`config.mk`:
```
export PLATFORM = sky130hd
export DESIGN_NAME = aes_bus_master
export DESIGN_NICKNAME = d
export VERILOG_FILES = /design/src/rtl/aes_bus_master.sv
export SDC_FILE = /design/constraint.sdc
export NUM_CORES = 1
export LEC_CHECK = 0
export ABC_AREA = 0
export CORE_AREA = 2 2 269 271
export CTS_CLUSTER_SIZE = 30
export DETAILED_ROUTE_END_ITERATION = 10
export DIE_AREA = 0 0 271 273
export PLACE_DENSITY = 0.53
export SLEW_MARGIN = 10
export SYNTH_ARGS = -nofsm -noshare
export SYNTH_HDL_FRONTEND = slang
export SYNTH_SLANG_ARGS = --single-unit
```
`constraint.sdc`:
```
create_clock -name clk -period 2 [get_ports clk]
set_input_delay 0.4 -clock clk [delete_from_list [all_inputs] [get_ports clk]]
set_output_delay 0.4 -clock clk [all_outputs]
set_load 0.05 [all_outputs]
```
`src/rtl/aes_bus_master.sv`:
```
// Bus initiator that turns one 128-bit AES job into single-cycle register accesses on the responder bus.
// Optional job statistics counters: define AES_BUS_MASTER_STATS_EN.
module aes_bus_master #(
    parameter logic [7:0] ADDR_KEY      = 8'h10,
    parameter logic [7:0] ADDR_BLOCK    = 8'h20,
    parameter logic [7:0] ADDR_RESULT   = 8'h30,
    parameter logic [7:0] ADDR_CTRL     = 8'h08,
    parameter logic [7:0] ADDR_STATUS   = 8'h09,
    parameter logic [7:0] ADDR_CONFIG   = 8'h0a,
    parameter int         SETTLE_CYCLES = 2,
    parameter int         POLL_LIMIT    = 1024
) (
    input  logic         clk,
    input  logic         rst_n,
    input  logic         req_valid,
    output logic         req_ready,
    input  logic [127:0] req_block,
    input  logic [127:0] req_key,
    input  logic         req_key_load,
    input  logic         req_encdec,
    output logic         rsp_valid,
    input  logic         rsp_ready,
    output logic [127:0] rsp_data,
    output logic         rsp_timeout,
    output logic         busy,
    output logic         cs,
    output logic         we,
    output logic [7:0]   address,
    output logic [127:0] write_data,
    input  logic [127:0] read_data,
    output logic [15:0]  op_count,
    output logic [7:0]   timeout_count
);

    localparam logic [3:0] IDLE      = 4'd0;
    localparam logic [3:0] WR_CFG    = 4'd1;
    localparam logic [3:0] WR_KEY    = 4'd2;
    localparam logic [3:0] WR_INIT   = 4'd3;
    localparam logic [3:0] WAIT_INIT = 4'd4;
    localparam logic [3:0] WR_BLOCK  = 4'd5;
    localparam logic [3:0] WR_NEXT   = 4'd6;
    localparam logic [3:0] WAIT_RES  = 4'd7;
    localparam logic [3:0] RD_RES    = 4'd8;
    localparam logic [3:0] RESP      = 4'd9;

    localparam int PW = $clog2(POLL_LIMIT + 1);
    localparam int SW = $clog2(SETTLE_CYCLES + 2);

    logic [3:0]   state, state_n;
    logic [127:0] job_block, job_key;
    logic         job_key_load, job_encdec;
    logic [PW-1:0] poll_cnt, poll_n;
    logic [SW-1:0] settle_cnt, settle_n;
    logic         cs_n, we_n;
    logic [7:0]   addr_n;
    logic [127:0] wdata_n;
    logic         req_ready_n, rsp_valid_n, rsp_to_n;
    logic [127:0] rsp_data_n;
    logic         accept, settle_done, poll_last, status_ok;

    assign accept      = (state == IDLE) && req_valid && req_ready;
    assign settle_done = int'(settle_cnt) >= SETTLE_CYCLES - 1;
    assign poll_last   = poll_cnt == PW'(POLL_LIMIT - 1);
    assign status_ok   = (state == WAIT_INIT) ? read_data[0] : (read_data[1:0] == 2'b11);
    assign busy        = state != IDLE;

    // Every access state uses the registered cs as its phase: issue when cs=0, retire when cs=1.
    always_comb begin
        state_n     = state;
        cs_n        = 1'b0;
        we_n        = 1'b0;
        addr_n      = 8'h00;
        wdata_n     = '0;
        poll_n      = poll_cnt;
        settle_n    = settle_cnt;
        req_ready_n = req_ready;
        rsp_valid_n = rsp_valid;
        rsp_to_n    = rsp_timeout;
        rsp_data_n  = rsp_data;
        case (state)
            IDLE: begin
                req_ready_n = 1'b1;
                if (accept) begin
                    req_ready_n = 1'b0;
                    state_n     = WR_CFG;
                end
            end
            WR_CFG: begin
                if (!cs) begin
                    cs_n = 1'b1; we_n = 1'b1; addr_n = ADDR_CONFIG;
                    wdata_n = {127'b0, job_encdec};
                end else begin
                    state_n = job_key_load ? WR_KEY : WR_BLOCK;
                end
            end
            WR_KEY: begin
                if (!cs) begin
                    cs_n = 1'b1; we_n = 1'b1; addr_n = ADDR_KEY; wdata_n = job_key;
                end else begin
                    state_n = WR_INIT;
                end
            end
            WR_INIT, WR_NEXT: begin
                if (!cs) begin
                    cs_n = 1'b1; we_n = 1'b1; addr_n = ADDR_CTRL;
                    wdata_n = (state == WR_INIT) ? 128'h1 : 128'h2;
                end else begin
                    state_n  = (state == WR_INIT) ? WAIT_INIT : WAIT_RES;
                    settle_n = '0;
                    poll_n   = '0;
                end
            end
            WAIT_INIT, WAIT_RES: begin
                if (!cs) begin
                    // settle_cnt stays saturated after a failed poll, so retries come after one gap cycle
                    if (settle_done) begin
                        cs_n = 1'b1; addr_n = ADDR_STATUS;
                    end else begin
                        settle_n = settle_cnt + SW'(1);
                    end
                end else begin
                    poll_n = poll_cnt + PW'(1);
                    if (status_ok) begin
                        state_n = (state == WAIT_INIT) ? WR_BLOCK : RD_RES;
                    end else if (poll_last) begin
                        state_n     = RESP;
                        rsp_valid_n = 1'b1;
                        rsp_to_n    = 1'b1;
                        rsp_data_n  = '0;
                    end
                end
            end
            WR_BLOCK: begin
                if (!cs) begin
                    cs_n = 1'b1; we_n = 1'b1; addr_n = ADDR_BLOCK; wdata_n = job_block;
                end else begin
                    state_n = WR_NEXT;
                end
            end
            RD_RES: begin
                if (!cs) begin
                    cs_n = 1'b1; addr_n = ADDR_RESULT;
                end else begin
                    state_n     = RESP;
                    rsp_valid_n = 1'b1;
                    rsp_data_n  = read_data;
                end
            end
            RESP: begin
                if (rsp_ready) begin
                    state_n     = IDLE;
                    rsp_valid_n = 1'b0;
                    rsp_to_n    = 1'b0;
                    req_ready_n = 1'b1;
                end
            end
            default: state_n = IDLE;
        endcase
    end

    always_ff @(posedge clk or negedge rst_n) begin
        if (!rst_n) begin
            state        <= IDLE;
            cs           <= 1'b0;
            we           <= 1'b0;
            address      <= 8'h00;
            write_data   <= '0;
            poll_cnt     <= '0;
            settle_cnt   <= '0;
            req_ready    <= 1'b0;
            rsp_valid    <= 1'b0;
            rsp_timeout  <= 1'b0;
            rsp_data     <= '0;
            job_block    <= '0;
            job_key      <= '0;
            job_key_load <= 1'b0;
            job_encdec   <= 1'b0;
        end else begin
            state       <= state_n;
            cs          <= cs_n;
            we          <= we_n;
            address     <= addr_n;
            write_data  <= wdata_n;
            poll_cnt    <= poll_n;
            settle_cnt  <= settle_n;
            req_ready   <= req_ready_n;
            rsp_valid   <= rsp_valid_n;
            rsp_timeout <= rsp_to_n;
            rsp_data    <= rsp_data_n;
            if (accept) begin
                job_block    <= req_block;
                job_key      <= req_key;
                job_key_load <= req_key_load;
                job_encdec   <= req_encdec;
            end
        end
    end

`ifdef AES_BUS_MASTER_STATS_EN
    logic        rsp_hs;
    logic [15:0] op_cnt_q;
    logic [7:0]  to_cnt_q;

    assign rsp_hs = (state == RESP) && rsp_ready;

    always_ff @(posedge clk or negedge rst_n) begin
        if (!rst_n) begin
            op_cnt_q <= '0;
            to_cnt_q <= '0;
        end else if (rsp_hs) begin
            if (rsp_timeout) to_cnt_q <= to_cnt_q + 8'd1;
            else             op_cnt_q <= op_cnt_q + 16'd1;
        end
    end

    assign op_count      = op_cnt_q;
    assign timeout_count = to_cnt_q;
`else
    assign op_count      = '0;
    assign timeout_count = '0;
`endif

endmodule

```
[Yosys cells after proc, flatten, opt, wreduce, memory -nomap -nowiden]
Index checks and enable logic that the tools add are counted.
Word-level totals
  register bits after elaboration: 544
  output and inout bits: 294
  logic and storage cells: 118
Operators by class
  add/sub/neg operators: 2
  magnitude comparators: 1
  eq/ne operators: 24
  mux-type cells: 56
  reduce and logical (&&, ||, !) cells: 20
Operators with widths (number)
  2-to-1 mux 128 bit: 6
  one-hot mux 128 bit (4 select lines): 1
  one-hot mux 128 bit (2 select lines): 1
  2-to-1 mux 4 bit: 15
  one-hot mux 6 bit (6 select lines): 1
  one-hot mux 4 bit (8 select lines): 1
  != test 2 bit, second input constant: 12
  2-to-1 mux 11 bit: 2
  one-hot mux 11 bit (2 select lines): 1
  == test 4 x 3 -> 1 bit, second input constant: 4
  2-to-1 mux 1 bit: 13
  2-to-1 mux 2 bit: 6
  2-to-1 mux 6 bit: 2
  adder 11 x 1 -> 11 bit, second input constant: 1
  == test 11 x 10 -> 1 bit, second input constant: 1
  AND reduction 5 bit: 2
  AND reduction 9 bit: 1
  == test 4 x 2 -> 1 bit, second input constant: 2
  == test 4 bit, second input constant: 2
  nonzero test 2 bit: 4
  one-hot mux 1 bit (2 select lines): 3
  AND reduction 6 bit: 1
  OR reduction 6 bit: 1
  2-to-1 mux 5 bit: 1
  17 further kinds: 19

[Depth between registers and ports, before layout]
Gate-level depths: netlist (run 1).
  depth in word-level cells: 5
  gate-level depth with buffers: 7
  mapped depth without buffers: 6

[Worst setup path before layout (run 1)]
No wires, ideal clock.
  path type: reg2reg
  start point: reg state[3]
  end point: reg job_block[118]
  library setup time: 0.128 ns
  arrival: 2.200 ns
  required time: 1.872 ns
  slack: -0.327 ns
  cell stages (with the launch flop): 7
  buffers on the path: 3
  clock period less this slack: 2.327 ns
  cells stage by stage: dfrtp_1 or4_1 clkbuf_1 nor2_4 buf_4 buf_4 mux2_1
On the way
  word-level cells in the longest chain between the ends: 3
Ends and longest elaborated chain
  start: declaration: line 49  | logic [3:0] state, state_n;
  start signal: assignment: line 179  | state <= state_n;
  logical NOT 4 bit: line 61  | assign accept = (state == IDLE) && req_valid && req_ready;
  logical AND 1 bit (2 in series): line 61
  end signal: assignment: line 191  | job_block <= req_block;
  end: declaration: line 50  | logic [127:0] job_block, job_key;
No other way between the ends.
A chain may end at the register's enable or synchronous reset.

[Worst setup path in the final report (run 1)]
  start point: reg state[0]
  end point: reg job_block[31]
Same word-level chain as after synthesis.

==> reports/metrics.yaml, run 1 <==
setup_path:
  cpLargestDelayFamily: "buffers and inverters"
  startpoint_type: "flop"
  critPathKind: "reg2reg"
  crit_arrival_ps: 2750
  reg2reg_depth: 8
  crit_fanout: 8
  worstPathRequired_ps: 2490
  crit_chain: "or4_4 > buf_6 > nor2_4 > buf_12 > buf_16 > buf_12 > clkbuf_16 > mux2_4"
  max_stage_delay_ps: 560
  crit_path_top_delay_cell: "or4_4"
  cp-end-kind: "flop"
  r2r_slack_ps: -260
  reg2reg_to: "job_block[31]$_DFFE_PN0P_"
  critPathBufInv: 5
  reg2reg_from: "state[0]$_DFFE_PN0P_"
  path_common_cell: "buf_12"
cells_and_area:
  nNetsFinal: 2498
  area_delta_synth_final_pct: 56.46
  layout-drive-gt1-share: 0.2862
  final_util: 0.4473
  finalInstanceArea_um2: 31760
  nFillCells: 6432
  final_cells: 3112
min_path:
  hold_path_class: "in2async"
floorplan:
  row_count: 98
  dieArea_um2: 73980
  core_area_um2: 71000
  ios: 684
  start_util: 0.2859
  die_w_um: 271
  die_h_um: 273
sta:
  fin_ws_ps: -264.0
  hold_ws_ps: 271.5
  setup_viol: 391
  min_period_ps: 2264
  rsz0062_at_grt: "yes"
  clock_skew_ps: 21.09
  hold_violations: 0
  clock.fmax_mhz: 441.7
  finalMaxSlewViolations: 0
  slew_headroom: 0.4984
  period_share: 1.132
  tightest_slew_ps: 742.9
outcome:
  violations: "setup timing"
  status: "complete, but fails checks"
yosys:
  ys.flop_type: "dfrtp_1"
  synth-warning-count: 0
  ys_seq_area_frac: 0.6670
  yosys-top-cells-count: "541 x dfrtp_1, 255 x a22o_1, 213 x mux2_2"
  synth_top_area_cell: "dfrtp_1"
  synth.area.top_cells: "dfrtp_1 67%, mux2_2 12%, a22o_1 11%"
  avgSynthCellArea_um2: 15.24
  postSynthCellCount: 1332
  syn_area_um2: 20300
  synth_cell_type_count: 50
  synth_top_cell_area_share: 0.6670
  ys_seq_elements: 541
  synthArstFlopShare: 1.000
  synth_edf_count: 0
  post-synth-top-count-cell: "dfrtp_1"
power_and_ir_drop:
  p_leak_nw: 15.21
  irDropWorstVdd_uv: 881.0
  p_per_area_nw_per_um2: 1593
global_routing:
  grt_pass1_vias: 15545
  grt_pass1_wl_um: 101600
  grt-ovfl-total: 0
  antenna_found_initial: 17
  grt_max_degree: 75
  grt_usage: 0.1829
detailed_routing:
  drtAntennaViolNets: 0
  wl_met1_um: 25850
  route.top_layer_used: "met5"
  wl_per_cell_um: 22.83
  drt_wl_total_um: 71040
  drc: 0
  route.met3.wl_um: 6523
  drt_iter0_markers: 585
  vias: 14432
  drtPass1Iterations: 4
  viasPerCell: 4.638
  met2RoutedLength_um: 35150
clocking:
  cts-root-buf: "clkbuf_16"
  htreeDepth: 2
  insertion_delay_ps: 610
  cts_made_buffers: 60
  clkSinkCount: 541
  clk_pin_slew_ps: 60
  cts_tree: "yes"
  clockBufferDepth: 3
place:
  placed_area_um2: 28590
  numPortBuffers: 656
  post-place-ws_ps: -138.5
  place.gp.congestion: 0.8965
  place_hpwl_um: 50830
  placed_cells: 2956
job:
  cap_violations: 0
==> power breakdown <==
| group | switching, mW | internal [mW] | total, mW |
|---|---|---|---|
| combinational | 12.8 | 8.21 | 21.0 |
| sequential | 2.34 | 15.5 | 17.8 |
| clock | 4.55 | 7.26 | 11.8 |
| total | 19.7 | 30.9 | 50.6 |
==> worst max-delay path by stage <==
stage / from / to / cells past startpoint
final: state[0]$_DFFE_PN0P_ / job_block[31]$_DFFE_PN0P_ / 8
after global routing: state[0]$_DFFE_PN0P_ / job_block[91]$_DFFE_PN0P_ / 8
after floorplan: state[1]$_DFFE_PN0P_ / job_key[75]$_DFFE_PN0P_ / 7
after global placement: read_data[0] / state[2]$_DFFE_PN0P_ / 6
after CTS: state[3]$_DFFE_PN0P_ / busy / 3
after detailed placement: req_valid / job_key[16]$_DFFE_PN0P_ / 6
==> metal layers <==
metal	track usage	vias to the layer above
met5	0	-
met4	0.08520	22
met3	0.07143	127
met2	0.3142	536
met1	0.1984	7319
li1	-	6428
==> layout by cell type (no fill, tap or decap), drive strengths merged, types with 7 or more instances in the layout <==
master,instances
dfrtp,541
clkdlybuf4s50,388
mux2,258
buf,256
a22o,255
dlygate4sd2,154
clkbuf,97
conb,27
nor2,23
nand2,18
o21ai,15
a21oi,15
inv,14
nor3,11
clkinv,9
nand3,8
bufinv,7
==> area by class of cell <==
cell class,count,area (um^2),share of cell area
Sequential cell,541,13540,0.4263
Antenna cell,6,15.01,0.0004728
Clock buffer,90,1846,0.05811
Timing Repair Buffer,808,8262,0.2601
Inverter,10,37.54,0.001182
Multi-Input combinational cell,685,6561,0.2066
Tap cell,950,1189,0.03743
Clock inverter,22,309.0,0.009731
==> flip-flops by register name (all words and copies together), names as in the netlist <==
name	count
settle_cnt	2
rsp_data	128
req_ready	1
address	5
state	4
job_key	128
job_key_load	1
cs	1
rsp_valid	1
write_data	128
poll_cnt	11
rsp_timeout	1
we	1
job_block	128
job_encdec	1
==> timing repair <==
item / in CTS / in global routing
endpoints found under the hold margin: 179 / 0
setup buffers: 16 / 10
pin swaps: 6 / 5
gates cloned: 7 / 9
endpoints found under the setup margin: 468 / 425
hold buffers: 1 / 0
gates resized for setup: 192 / 117
==> cell families after synthesis <==
| kind of cell | Yosys count | share of synthesized area |
|---|---|---|
| AO/OA/AOI/OAI | 305 | 0.1264 |
| XOR/XNOR | 6 | 0.002589 |
| adder cells (fa/ha/maj) | 3 | 0.001726 |
| buffers and inverters | 132 | 0.03544 |
| flip-flops | 541 | 0.6670 |
| multiplexers | 260 | 0.1441 |
| other | 1 | 0.0001847 |
| AND/OR/NAND/NOR | 84 | 0.02262 |
==> through the flow <==
step | TNS [ps] | power (mW)
floorplan | -5894 | 30.38
global placement | -19990 | 38.40
detailed placement | -25240 | 38.71
CTS | -51030 | 50.26
global route | -78790 | 52.99
finish | -55070 | 50.58
Power figures use the tool's default switching activity.
==> inputs of run 2 (changes only) <==
HOLD_SLACK_MARGIN = 0.05   (was not set)
==> results of run 2 <==
Final layout, timing and power as in run 1 (identical DEF).
